[config.mk]
export PLATFORM = sky130hd
export DESIGN_NAME = dmem_ctrl
export DESIGN_NICKNAME = d
export VERILOG_FILES = /design/src/rtl/dmem_pkg.sv /design/src/rtl/dmem_lane.sv /design/src/rtl/dmem_ctrl.sv
export SDC_FILE = /design/constraint.sdc
export NUM_CORES = 1
export LEC_CHECK = 0
export CORE_MARGIN = 2
export CORE_UTILIZATION = 40
export CTS_CLUSTER_SIZE = 30
export DETAILED_ROUTE_END_ITERATION = 12
export GPL_ROUTABILITY_DRIVEN = 0
export PLACE_DENSITY = 0.75
export SYNTH_ARGS = -nofsm -noshare
export SYNTH_HDL_FRONTEND = slang
export SYNTH_HIERARCHICAL = 1
export SYNTH_SLANG_ARGS = --single-unit
[constraint.sdc]
create_clock -name clk -period 3.05 [get_ports clk]
set_input_delay 0.4575 -clock clk [delete_from_list [all_inputs] [get_ports clk]]
set_output_delay 0.4575 -clock clk [all_outputs]
set_load 0.02 [all_outputs]
[src/rtl/dmem_pkg.sv]
// Shared types for the data-memory controller: FSM states, store-width codes,
// wait-counter width and the misalignment predicate.
package dmem_pkg;

  typedef enum logic [1:0] {
    ST_IDLE = 2'd0,
    ST_BUSY = 2'd1,
    ST_DONE = 2'd2
  } state_t;

  typedef enum logic [1:0] {
    MW_NONE = 2'b00,
    MW_WORD = 2'b01,
    MW_HALF = 2'b10,
    MW_BYTE = 2'b11
  } mw_t;

  localparam int CNT_W = 8;

  // MW_NONE with a live request is a word load, so it aligns like a word.
  function automatic logic is_misaligned(input mw_t mw, input logic [1:0] addr_lo);
    case (mw)
      MW_NONE, MW_WORD: return addr_lo != 2'b00;
      MW_HALF:          return addr_lo[0];
      default:          return 1'b0;
    endcase
  endfunction

endpackage

[src/rtl/dmem_lane.sv]
// Byte-lane steering: access width and low address bits select the byte
// enables, and store data is replicated across lanes.
module dmem_lane
  import dmem_pkg::*;
(
  input  logic [1:0]  mw,
  input  logic [1:0]  addr_lo,
  input  logic [31:0] data,
  output logic [3:0]  be,
  output logic [31:0] wdata
);

  // NOTE: every output gets a default first so no path through the case infers a latch.
  always_comb begin
    be    = 4'b1111;
    wdata = data;
    case (mw_t'(mw))
      MW_HALF: begin
        be    = addr_lo[1] ? 4'b1100 : 4'b0011;
        wdata = {2{data[15:0]}};
      end
      MW_BYTE: begin
        be    = 4'b0001 << addr_lo;
        wdata = {4{data[7:0]}};
      end
      default: ;
    endcase
  end

endmodule

[src/rtl/dmem_ctrl.sv]
// Data-memory controller: turns datapath load/store requests into a stalling
// bus transaction with timeout. DMEM_MISALIGN_TRAP_EN enables the misalign trap.
module dmem_ctrl
  import dmem_pkg::*;
#(
  parameter int unsigned TIMEOUT_CYCLES = 16
) (
  input  logic        clk,
  input  logic        reset,
  input  logic [1:0]  mem_w,
  input  logic        mem_r,
  input  logic [31:0] Addr_in,
  input  logic [31:0] Data_in,
  output logic [31:0] Rdata_out,
  output logic        stall,
  output logic        err,
  output logic        bus_req,
  output logic        bus_we,
  output logic [31:0] bus_addr,
  output logic [3:0]  bus_be,
  output logic [31:0] bus_wdata,
  input  logic        bus_ack,
  input  logic [31:0] bus_rdata
);

  state_t           state, state_next;
  logic [CNT_W-1:0] wait_cnt;
  logic [CNT_W-1:0] cnt_inc;
  logic             is_load_q;
  logic             request, is_store, timeout, misalign;
  logic [3:0]       lane_be;
  logic [31:0]      lane_wdata;

  assign is_store = mem_w != MW_NONE;
  assign request  = is_store || mem_r;
  assign cnt_inc  = wait_cnt + 1'b1;
  assign timeout  = cnt_inc == CNT_W'(TIMEOUT_CYCLES);

`ifdef DMEM_MISALIGN_TRAP_EN
  assign misalign = is_misaligned(mw_t'(mem_w), Addr_in[1:0]);
`else
  assign misalign = 1'b0;
`endif

  dmem_lane u_lane (
    .mw      (mem_w),
    .addr_lo (Addr_in[1:0]),
    .data    (Data_in),
    .be      (lane_be),
    .wdata   (lane_wdata)
  );

  // NOTE: sequential state uses non-blocking assignments so every register samples pre-edge values.
  always_ff @(posedge clk) begin
    if (!reset) state <= ST_IDLE;
    else        state <= state_next;
  end

  always_comb begin
    state_next = state;
    case (state)
      ST_IDLE: if (request) state_next = misalign ? ST_DONE : ST_BUSY;
      ST_BUSY: if (bus_ack || timeout) state_next = ST_DONE;
      ST_DONE: state_next = ST_IDLE;
      default: state_next = ST_IDLE;
    endcase
    stall = reset && ((state == ST_IDLE && request) || state == ST_BUSY);
  end

  always_ff @(posedge clk) begin
    if (!reset) begin
      wait_cnt  <= '0;
      is_load_q <= 1'b0;
      err       <= 1'b0;
      bus_req   <= 1'b0;
      bus_we    <= 1'b0;
      bus_addr  <= '0;
      bus_be    <= '0;
      bus_wdata <= '0;
      Rdata_out <= '0;
    end else begin
      err <= 1'b0;
      case (state)
        ST_IDLE: if (request) begin
          is_load_q <= !is_store;
          wait_cnt  <= '0;
          if (misalign) begin
            err <= 1'b1;
            if (!is_store) Rdata_out <= '0;
          end else begin
            bus_req   <= 1'b1;
            bus_we    <= is_store;
            bus_addr  <= {Addr_in[31:2], 2'b00};
            bus_be    <= lane_be;
            bus_wdata <= lane_wdata;
          end
        end
        ST_BUSY: begin
          // Ack takes priority over a timeout landing in the same cycle.
          if (bus_ack) begin
            bus_req <= 1'b0;
            bus_we  <= 1'b0;
            if (is_load_q) Rdata_out <= bus_rdata;
          end else begin
            wait_cnt <= cnt_inc;
            if (timeout) begin
              bus_req <= 1'b0;
              bus_we  <= 1'b0;
              err     <= 1'b1;
              if (is_load_q) Rdata_out <= '0;
            end
          end
        end
        default: ;
      endcase
    end
  end

endmodule

* Yosys cells after proc, flatten, opt, wreduce, memory -nomap -nowiden
Cells that the tools add are included.
** Word-level totals
- Output and inout port bits :: 104
- Memory bits (read-only) :: 0
- Bits in latches :: 0
- Register bits :: 112
- Memories kept :: 0
- Memory bits (writable) :: 0
** Operators by class
- Bitwise logic cells :: 2
- Multipliers :: 0
- Eq/ne operators :: 8
- Shift-type cells :: 1
- Add/sub/neg operators :: 1
- Mux-type cells :: 20
- Divide/modulo/power cells :: 0
- Reductions and logical operators :: 16
- Order comparisons :: 0
** Operators by type and width (number)
- 32-bit 2-to-1 mux :: 4
- 32-bit one-hot mux with 2 select lines :: 1
- 8-bit 2-to-1 mux :: 2
- 8-bit one-hot mux with 2 select lines :: 1
- 3-bit AND reduction :: 3
- 8-bit by 1-bit adder with 8-bit output (second input constant) :: 1
- 8-bit by 5-bit equality test with 1-bit output (second input constant) :: 1
- 4-bit one-hot mux with 2 select lines :: 1
- 2-bit inequality test (second input constant) :: 3
- 2-bit nonzero test :: 3
- 1-bit 2-to-1 mux :: 5
- 2-bit equality test (second input constant) :: 2
- 2-bit 2-to-1 mux :: 2
- 4-bit 2-to-1 mux :: 1
- 1-bit one-hot mux with 2 select lines :: 2
- 2-bit one-hot mux with 2 select lines :: 1
- 2-bit AND reduction :: 2
- 1-bit by 2-bit left shift with 4-bit output (first input constant) :: 1
- 1-bit logical OR :: 3
- 3-bit inequality test (second input constant) :: 1
- 3-bit OR reduction :: 1
- 2-bit by 1-bit equality test with 1-bit output (second input constant) :: 1
- 1-bit logical AND :: 2
- 2-bit zero test :: 1
- other kinds (2) :: 3

* Depth between registers and ports, before layout
Gate-level depths: netlist of the first run.
- Depth after elaboration :: 5
- Depth in mapped cells :: 7
- Mapped depth without buffers :: 5

* By module
The synthesis of the first run kept the hierarchy.
** Modules (own cells, without submodules)
- dmem_ctrl :: cells an instance 567, area an instance 4616.9 um^2, sequential area each 2242.2 um^2, times used 1
- dmem_lane :: cells an instance 60, area an instance 464.2 um^2, sequential area each 0.0 um^2, times used 1

* Worst setup path after synthesis of the first run
No wires, ideal clock.
- Path kind :: reg-to-reg
- Start :: register wait_cnt[0]
- End :: register Rdata_out[0]
- Path slack :: 1.361 ns
- Data arrival time :: 1.552 ns
- Path buffers :: 1
- Required time :: 2.913 ns
- Stages on the path, launching flop included :: 6
- Setup time :: 0.137 ns
- Clock period less this slack :: 1.689 ns
- Cell sequence :: dfxtp_1 -> ha_1 -> nand3_1 -> o41ai_4 -> buf_6 -> a31oi_1
** On the way
- Word-level cells in the longest chain between the ends :: 4
** RTL lines
- start, declared :: RTL line dmem_ctrl.sv:27 : logic [CNT_W-1:0] wait_cnt;
- start signal, assigned :: RTL line dmem_ctrl.sv:105 : wait_cnt <= cnt_inc;
- 8-bit by 1-bit adder with 8-bit output :: RTL line dmem_ctrl.sv:36 : assign cnt_inc = wait_cnt + 1'b1;
- 8-bit by 5-bit equality test with 1-bit output :: RTL line dmem_ctrl.sv:37 : assign timeout = cnt_inc == CNT_W'(TIMEOUT_CYCLES);
- 2-bit nonzero test (no line)
- 3-bit AND reduction (no line)
- end signal, assigned :: RTL line dmem_ctrl.sv:103 : if (is_load_q) Rdata_out <= bus_rdata;
- end, declared :: RTL line dmem_ctrl.sv:14 : output logic [31:0] Rdata_out,
No other way between the ends.
A chain may end at the register's enable or synchronous reset.

* Final worst setup path of the first run
- Start :: input port mem_r
- End :: output port stall
** On the way
- Word-level cells in the longest chain between the ends :: 4
** RTL lines
- start, declared :: RTL line dmem_ctrl.sv:11 : input logic mem_r,
- 1-bit logical OR :: RTL line dmem_ctrl.sv:35 : assign request = is_store || mem_r;
- 1-bit logical AND :: RTL line dmem_ctrl.sv:67 : stall = reset && ((state == ST_IDLE && request) || state == ST_BUSY);
- 1-bit logical OR :: RTL line dmem_ctrl.sv:67
- 1-bit logical AND :: RTL line dmem_ctrl.sv:67
- end, declared :: RTL line dmem_ctrl.sv:15 : output logic stall,
No other way between the ends.

==> results of run 1 <==
## cell families after synthesis
logic type | after synthesis | share of synthesized area, %
simple gates | 252 | 21.82
compound gates | 174 | 22.16
flops | 112 | 44.13
buf+inv | 63 | 6.452
mux | 24 | 5.122
fa+ha+maj | 1 | 0.2462
other cells | 1 | 0.07380
## power by group through the flow
| stage | Combinational [uW] | Clock (uW) | Sequential, uW |
|---|---|---|---|
| after floorplan | 337 | 0 | 1770 |
| after global placement | 866 | 0 | 1650 |
| after detailed placement | 881 | 0 | 1650 |
| after CTS | 885 | 1140 | 1620 |
| after global routing | 957 | 1200 | 1630 |
| final | 881 | 1110 | 1620 |
## sequential cells by signal, summed over array words and instances, names as in the netlist
register / count
state: 2
Rdata_out: 32
bus_be: 4
is_load_q: 1
bus_req: 1
bus_addr: 30
wait_cnt: 8
bus_wdata: 32
bus_we: 1
err: 1
## routing by layer
| layer | track usage, % | wire length, um | up-vias |
|---|---|---|---|
| met5 | 0 | 0 | - |
| met4 | 7.373 | 258 | 0 |
| met3 | 7.058 | 1461 | 23 |
| met2 | 31.71 | 6463 | 195 |
| met1 | 26.22 | 6289 | 2258 |
| li1 | - | - | 2463 |
## synth_stat cells (6+ instances only)
master                     instances  share of area (%)
sky130_fd_sc_hd__nand2_1         173                 13
sky130_fd_sc_hd__dfxtp_1         112                 44
sky130_fd_sc_hd__a21boi_0         59                8.7
sky130_fd_sc_hd__o21ai_0          48                4.7
sky130_fd_sc_hd__a31oi_1          34                4.2
sky130_fd_sc_hd__and3_1           34                4.2
sky130_fd_sc_hd__clkbuf_1         32                2.4
sky130_fd_sc_hd__nor2_1           17                1.3
sky130_fd_sc_hd__a21oi_1          16                1.6
sky130_fd_sc_hd__mux2_2           16                3.5
sky130_fd_sc_hd__buf_4            13                1.9
sky130_fd_sc_hd__a21boi_1         10                1.5
sky130_fd_sc_hd__buf_2            10               0.99
sky130_fd_sc_hd__mux2i_1           8                1.6
sky130_fd_sc_hd__nand3_1           6               0.59
## layout make-up
cell class	count	area, sq um
multi-input cells	453	2524
clock buffers	11	242.7
well taps	172	215.2
clock inverters	5	31.28
flip-flops and latches	112	2242
inverters	4	15.01
fillers	1129	5140
repair buffers	211	2107
## worst max-delay path, stage by stage
cell and delay [ns]:
sky130_fd_sc_hd__clkdlybuf4s50_1 0.50, sky130_fd_sc_hd__or3_1 0.45, sky130_fd_sc_hd__o211a_1 0.27, sky130_fd_sc_hd__clkdlybuf4s50_1 0.54
## worst paths after layout
check                             from                         end  slack (ns)
min reg2reg  bus_addr[30]$_SDFFE_PN0P_   bus_addr[30]$_SDFFE_PN0P_        0.45
max                              mem_r                       stall        0.37
max reg2reg      state[1]$_SDFFE_PN0P_  Rdata_out[18]$_SDFFE_PN0P_        1.10
min          bus_addr[30]$_SDFFE_PN0P_   bus_addr[30]$_SDFFE_PN0P_        0.45
## metrics by stage
stage / total power [uW] / setup slack [ns] / util, %
global route: 3786 / 0.3243 / 58.94
CTS: 3646 / 0.3714 / 58.94
finish: 3609 / 0.3693 / 58.94
global placement: 2517 / 0.3924 / 56.75
floorplan: 2110 / 1.361 / -
detailed placement: 2536 / 0.3787 / 56.75
==> results.cfg, run 1 <==
[place]
hpwl_after_dpl_um = 9895
port_buffers = 203
post-place-cells = 952
place_area_sq_um = 7103

[finish]
antennaDiodeCount = 0
layout_common_cells = 201 x sky130_fd_sc_hd__clkdlybuf4s50_1, 172 x sky130_fd_sc_hd__nand2_1, 112 x sky130_fd_sc_hd__dfxtp_1
flow.area_growth_from_synthesis_pct = 45.19
fraction_of_layout_instances_using_a_drive_strength_above_1_pct = 5.905
final_nets = 894
commonest_non_fill_non_tap_cell_in_the_layout = sky130_fd_sc_hd__clkdlybuf4s50_1
final_cell_area_sq_um = 7377
post_layout_nonfiller_instances = 968

[sta]
max_slew.worst_pin.slew_ns = 0.9865
post-route-min-period_ns = 2.681
whs_ns = 0.4543
final.setup.tns_ns = 0
hold_viol_final = 0
setup_viol_count_final = 0
slew-limit-headroom_pct = 34.24
rsz0062_at_grt = no
maxClockFrequency_ghz = 0.3730
finalMaxSlewViolations = 0
final.setup_skew_ns = 0.007078
finalCritPeriodShare_pct = 87.89

[cts]
clkLatencyLatePin_ns = 0.35
tritoncts_buffer_count = 9
tritoncts = yes
htree_levels = 3
holdBufCountCts = 0
cts.sinks = 112
cts-root-to-sink-buffers = 2
cts.reportedPaths.clkPinSlew_ns = 0.07
clock_tree_root_buffer_cell = sky130_fd_sc_hd__clkbuf_16
postCtsSetupBuffers = 0
post_cts_resized = 0

[setup_path]
worst-r2r-cell-count = 4
cp.arrival_ns = 2.22
critical_path.startpoint_type = primary input
worstSetupEndpointType = output pin
critical_path_class = in2out
critPathMaxFanout = 4
worst_ep_required_time_ns = 2.59

[synthesis]
ys_warn_count = 6
netlist_instances = 627
syn-mean-instance-area_sq_um = 8.104
synthArstFlopShare_pct = 0
synth_enable_flop_cells = 0
yosys_most_used_dff = sky130_fd_sc_hd__dfxtp_1
synthesis.area_sq_um = 5081
synth.ff_latch_count = 112
yosysUniqueCellTypes = 40
synth.yosys.seq_area_share_pct = 44.13

[global_routing]
first_global_vias = 4495
grt_first_pass_wirelength_um = 22050
maximum_number_of_pins_on_one_net_before_global_route_repair = 115
globalRouteTotalUtil_pct = 20.37
grt_overflow_total = 0
antenna_violations_before_repair = 0

[route]
drc = 0
detail_route.wirelength_um = 14470
drt_iter0_markers = 399
via_count = 4939
detail_route.vias_per_cell = 5.102
drtAntennaViolNets = 0
drt-wirelength-per-cell_um = 14.95
drt_pass1_iterations = 4

[power_and_ir_drop]
power_per_unit_of_standard_cell_area_nw_per_um2 = 489.2
reg_power_share_pct = 44.9
power_frac_comb_pct = 24.4
cellInternalPower_uw = 2561
switching_share_pct = 29.04
static-leakage-power_uw = 0.002899
power.ir.vdd_worst_mv = 0.2008
clock_power_share_pct = 30.7
p_sw_uw = 1048

[flow_run]
timing.max_cap.violations = 0

[floorplan]
core_region_area_sq_um = 12520
die_w_um = 116.7
boundaryPins = 206
initial_utilization_pct = 40.59
placement_rows = 41
die_y_um = 116.7
dieArea_sq_um = 13620

[hold_path]
hold_depth = 2
worst_min_delay_path_class = reg2reg

[status]
outcome = completed
Note: power is estimated with default switching activity, not from simulation.
==> run 2, diff against run 1 <==
--- a/config.mk
+++ b/config.mk
@@ -6,11 +6,11 @@
 export NUM_CORES = 1
 export LEC_CHECK = 0
 export CORE_MARGIN = 2
-export CORE_UTILIZATION = 40
+export CORE_UTILIZATION = 47
 export CTS_CLUSTER_SIZE = 30
 export DETAILED_ROUTE_END_ITERATION = 12
 export GPL_ROUTABILITY_DRIVEN = 0
-export PLACE_DENSITY = 0.75
+export PLACE_DENSITY = 0.86
 export SYNTH_ARGS = -nofsm -noshare
 export SYNTH_HDL_FRONTEND = slang
 export SYNTH_HIERARCHICAL = 1
==> results.cfg, run 2 (synthesized netlist as in run 1, its figures left out) <==
[place]
place_area_sq_um = 7057
hpwl_after_dpl_um = 10070
port_buffers = 203
post-place-cells = 916

[floorplan]
die_w_um = 108.0
die_y_um = 108.0
placement_rows = 37
core_region_area_sq_um = 10420
initial_utilization_pct = 48.78
boundaryPins = 206
dieArea_sq_um = 11660

[cts]
postCtsSetupBuffers = 0
cts.sinks = 112
cts.reportedPaths.clkPinSlew_ns = 0.10
holdBufCountCts = 0
tritoncts_buffer_count = 9
clkLatencyLatePin_ns = 0.37
tritoncts = yes
clock_tree_root_buffer_cell = sky130_fd_sc_hd__clkbuf_8
post_cts_resized = 0
htree_levels = 3
cts-root-to-sink-buffers = 2

[sta]
rsz0062_at_grt = no
final.setup.tns_ns = 0
setup_viol_count_final = 0
post-route-min-period_ns = 2.543
maxClockFrequency_ghz = 0.3932
slew-limit-headroom_pct = 40.08
hold_viol_final = 0
final.setup_skew_ns = 0.008030
finalMaxSlewViolations = 0
finalCritPeriodShare_pct = 83.39
max_slew.worst_pin.slew_ns = 0.8988

[setup_path]
r2r-end = Rdata_out[29]$_SDFFE_PN0P_
worstSetupEndpointType = output pin
critical_path.reg2reg.startpoint = wait_cnt[1]$_SDFFE_PN0P_
worst_ep_required_time_ns = 2.59
worst-r2r-cell-count = 5
crit_end = stall
cp.arrival_ns = 2.09
crit_path_start = mem_w[1]
critPathMaxFanout = 3
critical_path.startpoint_type = primary input
rrSetupSlack_ns = 1.11
critical_path_class = in2out

[finish]
seqCellArea_sq_um = 2242
layout_common_cells = 201 x sky130_fd_sc_hd__clkdlybuf4s50_1, 172 x sky130_fd_sc_hd__nand2_1, 112 x sky130_fd_sc_hd__dfxtp_1
largest_registers = Rdata_out x32, bus_wdata x32, bus_addr x30
final_cell_area_sq_um = 7325
fraction_of_layout_instances_using_a_drive_strength_above_1_pct = 5.905
post_layout_nonfiller_instances = 932
finish.utilization_pct = 70.32
flow.area_growth_from_synthesis_pct = 44.15
final_nets = 894
multi_input_area_sq_um = 2522
antennaDiodeCount = 0
fillers = 817
commonest_non_fill_non_tap_cell_in_the_layout = sky130_fd_sc_hd__clkdlybuf4s50_1

[power_and_ir_drop]
power_per_unit_of_standard_cell_area_nw_per_um2 = 494.8
power.ir.vdd_worst_mv = 0.2954
static-leakage-power_uw = 0.002890

[global_routing]
grtUsageMet1_pct = 28.57
grt_overflow_total = 0
met2_usage_pct = 41.02
grt_first_pass_wirelength_um = 22380
gr_peak_layer = met2
maximum_number_of_pins_on_one_net_before_global_route_repair = 115
grt_util_met3_pct = 7.776
first_global_vias = 4708
antenna_violations_before_repair = 0
globalRouteTotalUtil_pct = 23.75

[route]
drc = 0
detail_route.vias_per_cell = 5.314
detail_route.wirelength_um = 14130
drt-wirelength-per-cell_um = 15.16
drt_iter0_markers = 319
drt_pass1_iterations = 5
drtAntennaViolNets = 0
via_count = 4953

[hold_path]
hold_path.startpoint = bus_ack
worst_min_delay_path_class = in2reg

[flow_run]
timing.max_cap.violations = 0

[status]
outcome = completed
[run 2: cell count changes in the layout (fill, tap and decap cells not counted), sizes merged]
| cell | change |
|---|---|
| clkinv | -2 |
| inv | -1 |
| clkbuf | -2 |
| clkinvlp | +1 |
| bufinv | +4 |
[run 2: final cells by class]
type | instances | area share (%)
tap | 136 | 2.323
clock inverter | 7 | 1.964
sequential | 112 | 30.61
multi-input combinational | 453 | 34.44
clock buffer | 9 | 1.691
inverter | 4 | 0.2050
timing repair buffer | 211 | 28.77
[run 2: per-layer routing]
layer | vias to the layer above | part of all wire (%) | routed length [um]
met1 | 2289 | 41 | 5783
met5 | - | 0 | 0
met2 | 182 | 49 | 6913
met4 | 0 | 1.4 | 200
met3 | 19 | 8.7 | 1235
li1 | 2463 | - | -
[run 2: worst max-delay path, stage by stage]
cell	delay, ns
sky130_fd_sc_hd__clkdlybuf4s50_1	0.41
sky130_fd_sc_hd__or3_1	0.44
sky130_fd_sc_hd__o211a_1	0.24
sky130_fd_sc_hd__clkdlybuf4s50_1	0.54
[run 2: how the worst min path moves through the flow]
stage          depth (start not counted)  slack (ns)                         end
4_1_cts                                3        0.40  Rdata_out[31]$_SDFFE_PN0P_
3_3_place_gp                           2        0.44   bus_addr[30]$_SDFFE_PN0P_
2_1_floorplan                          2        0.43      is_load_q$_SDFFE_PN0P_
5_1_grt                                3        0.41  Rdata_out[31]$_SDFFE_PN0P_
6_report                               3        0.40  Rdata_out[31]$_SDFFE_PN0P_
3_5_place_dp                           2        0.45  bus_wdata[14]$_SDFFE_PN0P_
[run 2: stage by stage]
stage | hold WS (ns) | power (uW) | worst slack [ns]
2_1_floorplan | 0.4297 | 2110 | 1.361
3_3_place_gp | 0.4413 | 2509 | 0.5383
3_5_place_dp | 0.4493 | 2532 | 0.5288
4_1_cts | 0.3972 | 3655 | 0.5155
5_1_grt | 0.4098 | 3799 | 0.4894
6_report | 0.4037 | 3624 | 0.5067
[run 2: power breakdown]
| group | switching (uW) | internal, uW |
|---|---|---|
| Combinational | 459 | 415 |
| Sequential | 59.2 | 1570 |
| Clock | 495 | 629 |
==> run 3, diff against run 2 <==
--- a/config.mk
+++ b/config.mk
@@ -6,11 +6,11 @@
 export NUM_CORES = 1
 export LEC_CHECK = 0
 export CORE_MARGIN = 2
-export CORE_UTILIZATION = 47
+export CORE_UTILIZATION = 39
 export CTS_CLUSTER_SIZE = 30
 export DETAILED_ROUTE_END_ITERATION = 12
 export GPL_ROUTABILITY_DRIVEN = 0
-export PLACE_DENSITY = 0.86
+export PLACE_DENSITY = 0.76
 export SYNTH_ARGS = -nofsm -noshare
 export SYNTH_HDL_FRONTEND = slang
 export SYNTH_HIERARCHICAL = 1
==> constraint.sdc (replaced) <==
create_clock -name clk -period 2.3 [get_ports clk]
set_input_delay 0.345 -clock clk [delete_from_list [all_inputs] [get_ports clk]]
set_output_delay 0.345 -clock clk [all_outputs]
set_load 0.02 [all_outputs]
==> results.cfg, run 3 (synthesized netlist as in run 1, its figures left out) <==
[status]
outcome = completed

[cts]
holdBufCountCts = 0
tritoncts_buffer_count = 9
htree_levels = 3
postCtsSetupBuffers = 0
clock_tree_root_buffer_cell = sky130_fd_sc_hd__clkbuf_16
cts-root-to-sink-buffers = 2
clkLatencyLatePin_ns = 0.35
cts.sinks = 112
cts.reportedPaths.clkPinSlew_ns = 0.07
tritoncts = yes

[sta]
finalCritPeriodShare_pct = 92.77
final.setup_skew_ns = 0.008055
slew-limit-headroom_pct = 36.36
max_slew.worst_pin.slew_ns = 0.9547
maxClockFrequency_ghz = 0.4686
post-route-min-period_ns = 2.134
timing.final.ws_setup_ns = 0.1662
setup_viol_count_final = 0
finalMaxSlewViolations = 0
final.setup.tns_ns = 0
rsz0062_at_grt = no
hold_viol_final = 0

[global_routing]
grtUsageMet1_pct = 25.57
grt_first_pass_wirelength_um = 23940
grt_util_met3_pct = 6.129
grt_overflow_total = 0
antenna_violations_before_repair = 0
globalRouteTotalUtil_pct = 21.06
gr_peak_layer = met2
met2_usage_pct = 35.12
first_global_vias = 4830
maximum_number_of_pins_on_one_net_before_global_route_repair = 115

[route]
drt_pass1_iterations = 4
via_count = 4964
detail_route.vias_per_cell = 5.091
drc = 0
drt-wirelength-per-cell_um = 15.25
drtAntennaViolNets = 0
drt_iter0_markers = 273
detail_route.wirelength_um = 14870

[finish]
flow.area_growth_from_synthesis_pct = 47.06
fillers = 1131
fraction_of_layout_instances_using_a_drive_strength_above_1_pct = 6.849
antennaDiodeCount = 0
commonest_non_fill_non_tap_cell_in_the_layout = sky130_fd_sc_hd__clkdlybuf4s50_1
largest_registers = Rdata_out x32, bus_wdata x32, bus_addr x30
final_nets = 901
layout_common_cells = 200 x sky130_fd_sc_hd__clkdlybuf4s50_1, 172 x sky130_fd_sc_hd__nand2_1, 112 x sky130_fd_sc_hd__dfxtp_1

[setup_path]
critical_path.reg2reg.startpoint = wait_cnt[1]$_SDFFE_PN0P_
r2r-end = Rdata_out[14]$_SDFFE_PN0P_
worst_ep_required_time_ns = 1.96
critPathMaxFanout = 2
rrSetupSlack_ns = 0.38
cp.arrival_ns = 1.79
critical_path.startpoint_type = primary input
worstSetupEndpointType = output pin
worst-r2r-cell-count = 5
critical_path_class = in2out

[hold_path]
min_delay_worst_endpoint = state[0]$_SDFFE_PN0P_
hold_path.startpoint = bus_ack
worst_min_delay_path_class = in2reg
hold_depth = 4

[floorplan]
core_region_area_sq_um = 12670
die_y_um = 118.1
placement_rows = 41
dieArea_sq_um = 13960
initial_utilization_pct = 40.10
die_w_um = 118.1
boundaryPins = 206

[power_and_ir_drop]
power.ir.vdd_worst_mv = 0.3121
static-leakage-power_uw = 0.002950
power_per_unit_of_standard_cell_area_nw_per_um2 = 647.3

[flow_run]
timing.max_cap.violations = 0

[place]
hpwl_after_dpl_um = 10780
place_worst_setup_slack_ns = -0.06277
port_buffers = 203
==> run 3: cell types whose count changed in the layout (fill, tap and decap cells not counted), sizes merged <==
cell,before,now
buf,10,17
bufinv,4,0
clkdlybuf4s50,201,200
clkinv,1,4
clkinvlp,2,1
dlygate4sd2,0,1
inv,4,6
==> run 3: repair_timing <==
action                                  4_1_cts  5_1_grt
gates resized for setup                       1        0
hold endpoints to repair                      0        0
endpoints found under the setup margin        1        0
==> run 3: worst max-delay path by stage <==
stage,end,depth (start not counted),start
6_report,stall,4,mem_w[1]
5_1_grt,stall,4,mem_w[1]
4_1_cts,stall,4,mem_w[1]
3_5_place_dp,stall,4,mem_w[1]
3_3_place_gp,stall,4,mem_w[1]
2_1_floorplan,Rdata_out[0]$_SDFFE_PN0P_,5,wait_cnt[0]$_SDFFE_PN0P_
==> run 3: report_power, final <==
group,internal [uW],switching (uW),leakage (uW)
clock network,747,732,0.000138
registers,2080,76.7,0.000917
logic,582,621,0.00189
total,3410,1430,0.00295
==> run 3: metal layers <==
metal | up-vias | part of all wire, % | wire, um
li1 | 2481 | - | -
met1 | 2285 | 43 | 6361
met2 | 179 | 47 | 6967
met3 | 19 | 8.2 | 1225
met4 | 0 | 2.1 | 315
met5 | - | 0 | 0
==> run 3: critical path: stages <==
cell and delay [ns]:
sky130_fd_sc_hd__clkdlybuf4s50_1 0.42, sky130_fd_sc_hd__or3_1 0.46, sky130_fd_sc_hd__o211a_1 0.23, sky130_fd_sc_hd__dlygate4sd2_1 0.34
==> run 3: final cells by class <==
cell class                 count  area (sq um)  share of cell area, %
multi-input combinational    453          2524                  33.77
sequential                   112          2242                  30.01
timing repair buffer         218          2196                  29.39
clock buffer                   9         225.2                  3.014
tap                          172         215.2                  2.880
clock inverter                 7         55.05                 0.7368
inverter                       4         15.01                 0.2009
==> run 3: stage by stage <==
| stage | hold slack, ns | instance area (sq um) | power, uW | utilization (%) | std cells |
|---|---|---|---|---|---|
| finish | 0.4114 | 7472 | 4837 | 58.97 | 975 |
| global route | 0.4383 | 7472 | 5079 | 58.97 | 975 |
| CTS | 0.3972 | 7472 | 4897 | 58.97 | 975 |
| detailed placement | 0.4448 | 7193 | 3409 | 56.77 | 959 |
| global placement | 0.4418 | 7193 | 3375 | 56.77 | 959 |
| floorplan | 0.4297 | 5085 | 2798 | - | 628 |
